--- config.mk ---
export PLATFORM = sky130hd
export DESIGN_NAME = apb_slave_regfile
export DESIGN_NICKNAME = d
export VERILOG_FILES = /design/src/rtl/apb_slave_regfile.sv
export SDC_FILE = /design/constraint.sdc
export NUM_CORES = 1
export LEC_CHECK = 0
export ABC_AREA = 1
export CAP_MARGIN = 40
export CORE_ASPECT_RATIO = 1.25
export CORE_MARGIN = 3
export CORE_UTILIZATION = 45
export CTS_CLUSTER_DIAMETER = 50
export CTS_CLUSTER_SIZE = 14
export DETAILED_ROUTE_END_ITERATION = 10
export SLEW_MARGIN = 0
export SYNTH_ARGS = -nofsm -noshare
export SYNTH_HDL_FRONTEND = slang
export SYNTH_SLANG_ARGS = --single-unit
--- constraint.sdc ---
create_clock -name Hclk -period 2.6 [get_ports Hclk]
set_clock_uncertainty 0.15 [all_clocks]
set_input_delay 0.52 -clock Hclk [delete_from_list [all_inputs] [get_ports Hclk]]
set_output_delay 0.52 -clock Hclk [all_outputs]
set_load 0.05 [all_outputs]
--- src/rtl/apb_slave_regfile.sv ---
// APB completer: word-addressed 32-bit register file with programmable wait
// states and error reporting. The last register is a read-only counter of
// successfully completed transfers.
//
// Ports:
//   Hclk     clock, all state changes on the rising edge
//   Hreset   asynchronous active-low reset
//   Psel     completer select
//   Penable  access-phase indicator
//   Pwrite   1 = write, 0 = read
//   Paddr    byte address
//   Pwdata   write data
//   Prdata   read data, valid only when Pready=1 on a read (0 otherwise)
//   Pready   transfer completes on the edge where Psel&Penable&Pready
//   Pslverr  error response, valid only when Pready=1 (0 otherwise)
//   reg0_q   current value of register 0
module apb_slave_regfile #(
  parameter logic [31:0] BASE_ADDR   = 32'h0000_0000,
  parameter int unsigned NREGS       = 16,
  parameter int unsigned WAIT_CYCLES = 2
) (
  input  logic        Hclk,
  input  logic        Hreset,
  input  logic        Psel,
  input  logic        Penable,
  input  logic        Pwrite,
  input  logic [31:0] Paddr,
  input  logic [31:0] Pwdata,
  output logic [31:0] Prdata,
  output logic        Pready,
  output logic        Pslverr,
  output logic [31:0] reg0_q
);

  localparam int unsigned IW = $clog2(NREGS);
  localparam logic [IW-1:0] LAST_IDX = IW'(NREGS - 1);
  localparam logic [IW-1:0] REG0_IDX = '0;

  typedef enum logic {
    IDLE,
    ACCESS
  } state_t;

  state_t state, state_nxt;

  logic [31:0]   cap_addr;
  logic [31:0]   cap_wdata;
  logic          cap_write;
  logic [3:0]    wcnt;
  logic [31:0]   regs [NREGS];

  logic [31:0]   off;
  logic [29:0]   idx;
  logic [IW-1:0] sel;
  logic          err;
  logic          setup;
  logic          commit;

  // Decode works only from the values captured in the setup phase, so bus
  // changes during the access phase cannot disturb the transfer.
  assign off = cap_addr - BASE_ADDR;
  assign idx = off[31:2];
  assign sel = idx[IW-1:0];
  assign err = (off[1:0] != 2'b00)
             | ({2'b00, idx} >= 32'(NREGS))
             | (cap_write & ({2'b00, idx} == 32'(NREGS - 1)));

  // Pready depends on registered state only, never on the bus inputs.
  assign Pready  = (state == ACCESS) && (wcnt == '0);
  assign setup   = (state == IDLE) & Psel & ~Penable;
  assign commit  = Pready & Psel & Penable;
  assign Pslverr = Pready & err;
  assign Prdata  = (Pready & ~err & ~cap_write) ? regs[sel] : '0;
  assign reg0_q  = regs[REG0_IDX];

  always_ff @(posedge Hclk or negedge Hreset) begin
    if (!Hreset) state <= IDLE;
    else         state <= state_nxt;
  end

  always_comb begin
    state_nxt = state;
    case (state)
      IDLE:    if (setup) state_nxt = ACCESS;
      ACCESS: begin
        if (!Psel)       state_nxt = IDLE;  // protocol violation: abort
        else if (commit) state_nxt = IDLE;
      end
      default: state_nxt = IDLE;
    endcase
  end

  always_ff @(posedge Hclk or negedge Hreset) begin
    if (!Hreset) begin
      cap_addr  <= '0;
      cap_wdata <= '0;
      cap_write <= 1'b0;
      wcnt      <= '0;
    end else if (setup) begin
      cap_addr  <= Paddr;
      cap_wdata <= Pwdata;
      cap_write <= Pwrite;
      wcnt      <= 4'(WAIT_CYCLES);
    end else if (state == ACCESS && wcnt != '0) begin
      wcnt <= wcnt - 4'd1;
    end
  end

  // Writes to the counter slot are flagged as errors, so the data write and
  // the counter increment never target the same register on one edge.
  always_ff @(posedge Hclk or negedge Hreset) begin
    if (!Hreset) begin
      for (int unsigned i = 0; i < NREGS; i++) regs[i] <= '0;
    end else if (commit && !err) begin
      if (cap_write) regs[sel] <= cap_wdata;
      regs[LAST_IDX] <= regs[LAST_IDX] + 32'd1;
    end
  end

endmodule
### Word-level counts from Yosys, hierarchy flattened

Cells that the tools add are included.
Widths: inputs -> output; s select.

| storage, ports and cells | value |
|---|---|
| output and inout port bits | 66 |
| logic and storage cells | 65 |
| bits of input ports | 69 |
| register bits | 582 |

| cells by class | value |
|---|---|
| equality and inequality tests | 1 |
| $add $sub $neg | 2 |
| $lt $le $gt $ge | 3 |
| bitwise operators | 15 |
| reduce and logical (&&, ||, !) cells | 10 |
| mux-type cells | 13 |

Operator list:

| kind | count |
|---|---|
| $bwmux 512 | 1 |
| $bmux 32 s4 | 1 |
| $demux 32 s4 | 1 |
| $mux 32 | 4 |
| $add 32x1->32 const B | 1 |
| $eq 30x4->1 const B | 1 |
| $ge 30x5->1 const B | 1 |
| $and 1x1->1 | 8 |
| $mux 4 | 2 |
| $ge 5x5->1 const B | 1 |
| $lt 5x1->1 const B | 1 |
| $not 4->5 | 1 |
| $logic_and 1x1->1 | 4 |
| $logic_not 4->1 | 1 |
| $not 1->1 | 4 |
| $reduce_bool 2->1 | 2 |
| $reduce_bool 4->1 | 1 |
| $sub 4x1->4 const B | 1 |
| $mux 1 | 3 |
| $or 1x1->1 | 2 |
| $pmux 1 s2 | 1 |
| $reduce_and 2->1 | 1 |
| $logic_not 1->1 | 1 |

### Longest topological paths before layout

| logic depth | value |
|---|---|
| word-level depth | 7 |
| gate-level depth with buffers | 12 |
| depth with buffers taken out | 10 |

### Least setup slack after synthesis

No wires, ideal clock.

| path | value |
|---|---|
| path type | register to output |
| start point | register wcnt[0] |
| end point | output port Prdata[10] |
| data arrival time | 2.581 ns |
| required time | 1.930 ns |
| cell stages (with the launch flop) | 8 |
| setup slack | -0.651 ns |
| cells stage by stage | dfrtp_1 -> inv_1 -> ha_1 -> nand2_1 -> nor2_1 -> nand3_1 -> clkbuf_1 -> nor2_1 |

| between the ends | value |
|---|---|
| longest elaborated chain between the ends | 5 |

Ends and longest elaborated chain:

| what | RTL line | RTL |
|---|---|---|
| start: declaration | 49 | `logic [3:0] wcnt;` |
| start signal: assignment | 103 | `wcnt <= 4'(WAIT_CYCLES);` |
| start signal: assignment | 105 | `wcnt <= wcnt - 4'd1;` |
| $logic_not 4->1 | 69 | `assign Pready = (state == ACCESS) && (wcnt == '0);` |
| $logic_and 1x1->1 | 69 |  |
| named net Pready | 30 | `output logic Pready,` |
| $and 1x1->1 (2 in a row) | 73 | `assign Prdata = (Pready & ~err & ~cap_write) ? regs[sel] : '0;` |
| $mux 32 | 73 |  |
| end: declaration | 29 | `output logic [31:0] Prdata,` |

The timed path passes the listed nets, and every way through them passes these cells.

### Worst setup path in the final report

| path | value |
|---|---|
| start point | register cap_addr[2] |
| end point | output port Prdata[30] |

| between the ends | value |
|---|---|
| longest elaborated chain between the ends | 7 |
| elaborated cells on any way between the ends | 13 |
| classes of those cells | order compare: 1; eq/ne: 1; mux: 4; bitwise: 7 |

Ends and longest elaborated chain:

| what | RTL line | RTL |
|---|---|---|
| start: declaration | 46 | `logic [31:0] cap_addr;` |
| start signal: assignment | 100 | `cap_addr <= Paddr;` |
| $ge 30x5->1 or $eq 30x4->1 (tied branches) | 65, 66 |  |
| $or 1x1->1 or $and 1x1->1 (tied branches) | 65, 66 |  |
| $or 1x1->1 | 66 | `\| (cap_write & ({2'b00, idx} == 32'(NREGS - 1)));` |
| $not 1->1 | 73 |  |
| $and 1x1->1 (2 in a row) | 73 |  |
| $mux 32 * | 73 |  |

Every way passes the cells marked *; elsewhere a longest branch is shown, timed or not. The select of a mux whose other input is x is not followed.

==> results.md <==
| Item | This run | Unit |
|---|---|---|
| Status | finished, violations left | - |
| Violations in the final reports | negative setup slack | - |
| Multi-input combinational cell area | 0.0136 | sq mm |
| Placer Congestion | 0.899 | - |
| Row cnt | 107 | - |
| List of cells traversed by the critical path | buf_4 > nor2_4 > inv_6 > buf_12 > o22ai_4 > buf_6 > o21ai_0 > nand2_1 > nor2_1 > buf_4 > nor2_4 > buf_8 | - |
| Boundary Pins | 135 | - |
| Count of buffering cells on the critical path with inverters included | 6 | - |
| Post-synthesis instance area | 0.0311 | sq mm |
| Area of the core region | 0.0683 | sq mm |
| Overall die width | 241 | um |
| Clock buffers created by TritonCTS | 68 | - |
| Final Hold Fails | 0 | - |
| Min-Delay Path Class | in -> async | - |
| Post-route antenna net violation count | 0 | - |
| Worst voltage drop across the vdd grid | 0.514 | mV |
| Maximum level of the CTS H-tree | 3 | - |
| Total congestion overflow | 0 | - |
| Worst-case hold slack | 0.280 | ns |
| Placed cell count | 4786 | - |
| CP max-delay cell | dfrtp_1 | - |
| Clock-pin slew of the registers on the worst-case setup and hold paths | 0.07 | ns |
| Maximum fanout count along the critical path | 12 | - |
| Final core area utilization | 55.7 | % |
| Leakage | 17.2 | nW |
| Unrepaired setup endpoints after global routing | true | - |
| Number of storage elements in the synthesis netlist | 582 | - |
| DRC violation total after the first TritonRoute iteration | 3089 | - |
| Class of the most critical setup path | reg -> out | - |
| Wire length of the first global-routing pass | 171 | mm |
| Average size of a mapped cell | 7.85 | sq um |
| Worst R2R Setup Slack | 0.12 | ns |
| Most common cell after layout, fill and taps aside | nand2_1 | - |
| Non-filler cells in the finished layout | 4921 | - |
| Synthesized netlist cell count | 3962 | - |
| Share of the yosys chip area belonging to registers | 46.8 | % |
| Period utilization | 122 | % |
| Clock tree from TritonCTS | done | - |
| Total power of the final layout | 0.0240 | W |
| Data arrival time at the worst-slack endpoint | 2.50 | ns |
| Final WL | 111 | mm |
| Clock period minus final worst setup slack | 3.17 | ns |
| Overall via count from detail_route | 28038 | - |
| PD cells | 630 | mW/mm^2 |
| Starting density of the core | 45.6 | % |
| Sequential cell area | 0.0146 | sq mm |
| Pin count of the biggest net entering global routing | 87 | - |
| Cell at the root of the clock tree | clkbuf_16 | - |
| Final routed wire length divided by cell count | 22.5 | um |
| Synth warn | 0 | - |
| Final Slew Violations | 0 | - |
| Post-Syn Nets | 4033 | - |
| Largest incremental delay on the critical path | 0.40 | ns |
| Number of fill cells in the layout | 6309 | - |
| Worst Setup Start Kind | flip-flop | - |
| # clock sinks | 582 | - |
| Reported max-cap violation count | 0 | - |
| Peak clock frequency supported by timing | 315 | MHz |
| Max-Slew Margin vs Limit | 35.9 | % |
| Initial antenna violation count | 0 | - |
| Layout cells sized above 1 | 12.7 | % |
| Area growth from synthesis to final layout | 22.3 | % |
| Source-to-sink clock delay at the later pin of the worst-skew pair | 0.62 | ns |
| Vias per cell | 5.70 | - |
| Cell type group with the largest total delay on the critical path | buffers and inverters | - |
| Worst Path Required | 1.93 | ns |
| DRC errors left | 0 | - |
| Maximum buffer depth of the clock tree | 3 | - |
| Total global routing track utilization | 30.9 | % |
| Uppermost routed layer | met4 | - |
| Total met3 wirelength after detailed routing | 9.55 | mm |
| Measured slew at the worst slew-check pin | 0.961 | ns |
| Final Net Count | 4066 | - |
| Setup-failing EPs final | 33 | - |
| Routed wire length on met2 | 51.2 | mm |
| Routed length on met1 | 46.9 | mm |
| Setup slack of the critical path after layout | -0.573 | ns |
| Die Span Y | 300 | um |
| Most used cells in the layout excluding fill and tap cells | nand2_1 (909), dfrtp_1 (581), inv_1 (525) | - |
| Die area | 0.0723 | sq mm |
| DPL Wire Length | 69.6 | mm |
| Number of distinct library cells after synthesis | 23 | - |
| Crit path capture type | output pin | - |
| DR pass1 iterations | 6 | - |
| Port buffer count | 134 | - |
| Via count of the first global-routing pass | 27561 | - |
synthesized netlist by cell type, drive strengths merged:
| cell | count | area share (%) |
|---|---|---|
| nor3 | 12 | 0.19 |
| a22oi | 125 | 3.0 |
| xnor2 | 5 | 0.14 |
| dfrtp | 582 | 47 |
| nand3 | 494 | 7.9 |
| clkbuf | 244 | 2.9 |
| nor2 | 118 | 1.5 |
| buf | 134 | 2.4 |
| o21bai | 480 | 12 |
| o22ai | 132 | 2.7 |
| xor2 | 15 | 0.42 |
| nand4 | 39 | 0.78 |
| and2 | 1 | 0.020 |
| o21ai | 101 | 1.6 |
| a21oi | 5 | 0.080 |
| nand2 | 926 | 11 |
| inv | 547 | 6.6 |
| ha | 2 | 0.080 |
worst register-to-register path, cell delays in order (launching register included):
cell and delay, ns:
dfrtp_1 0.40, buf_4 0.15, nor2_4 0.18, inv_8 0.11, buf_4 0.21, nor2_4 0.54, buf_4 0.42, nand3_1 0.13
nand2_1 0.10
path summary, 6_finish.rpt:
check                                   from           end  depth (start not counted)
worst max register to register   cap_addr[2]     regs[186]                          8
max in group asynchronous             Hreset         state                          3
min in group Hclk                  Paddr[25]  cap_addr[25]                          3
worst min register to register  cap_addr[10]  cap_addr[10]                          2
worst min-delay path                  Hreset      regs[33]                          2
worst max-delay path             cap_addr[2]    Prdata[30]                         12
state kept, by name, indices dropped and copies added (netlist names):
register / count
cap_write: 1
state: 1
regs: 480
cap_addr: 32
reg0_q: 32
wcnt: 4
cap_wdata: 32
cell type report:
class | count | share of cell area (%)
Sequential cell | 582 | 38.3
Multi-Input combinational cell | 2455 | 35.8
Timing Repair Buffer | 341 | 11.4
Inverter | 547 | 5.46
Clock buffer | 81 | 4.93
Tap cell | 872 | 2.87
Clock inverter | 42 | 1.32
Antenna cell | 1 | 0.00658
power by group:
group | switching, W | internal [W]
Clock | 0.00434 | 0.00589
Sequential | 0.000732 | 0.00926
Combinational | 0.00257 | 0.00116
Total | 0.00765 | 0.0163
stage by stage:
stage / TNS [ns] / cell area, sq um / worst slack [ns]
6_report: -17.09 / 38100 / -0.573
5_1_grt: -19.71 / 38000 / -0.655
2_1_floorplan: -0.744 / 31400 / -0.0248
3_5_place_dp: -1.75 / 34900 / -0.222
4_1_cts: -17.73 / 37800 / -0.582
3_3_place_gp: -1.44 / 34800 / -0.169
layer usage:
layer | vias to the layer above | global-route usage, %
li1 | 12890 | -
met1 | 13685 | 43.7
met2 | 1242 | 48.1
met3 | 221 | 5.52
met4 | 0 | 9.99
met5 | - | 0
what timing repair did:
item                                   CTS  global route
hold buffers                             1             0
setup endpoints to repair               34            37
setup buffers                            5             1
resized for setup                      121            65
cloned                                   4             0
pin swaps                               41            24
endpoints found under the hold margin   30             0
cells by family after synthesis:
kind of cell | after synthesis | share of synthesized area [%]
buffers and inverters | 925 | 12.0
and+or+nand+nor | 1590 | 21.6
xor gates and xnor gates | 20 | 0.563
DFF | 582 | 46.8
AOI/OAI and AO/OA | 843 | 19.0
adders and majority gates | 2 | 0.0804
Power figures use the tool's default switching activity.
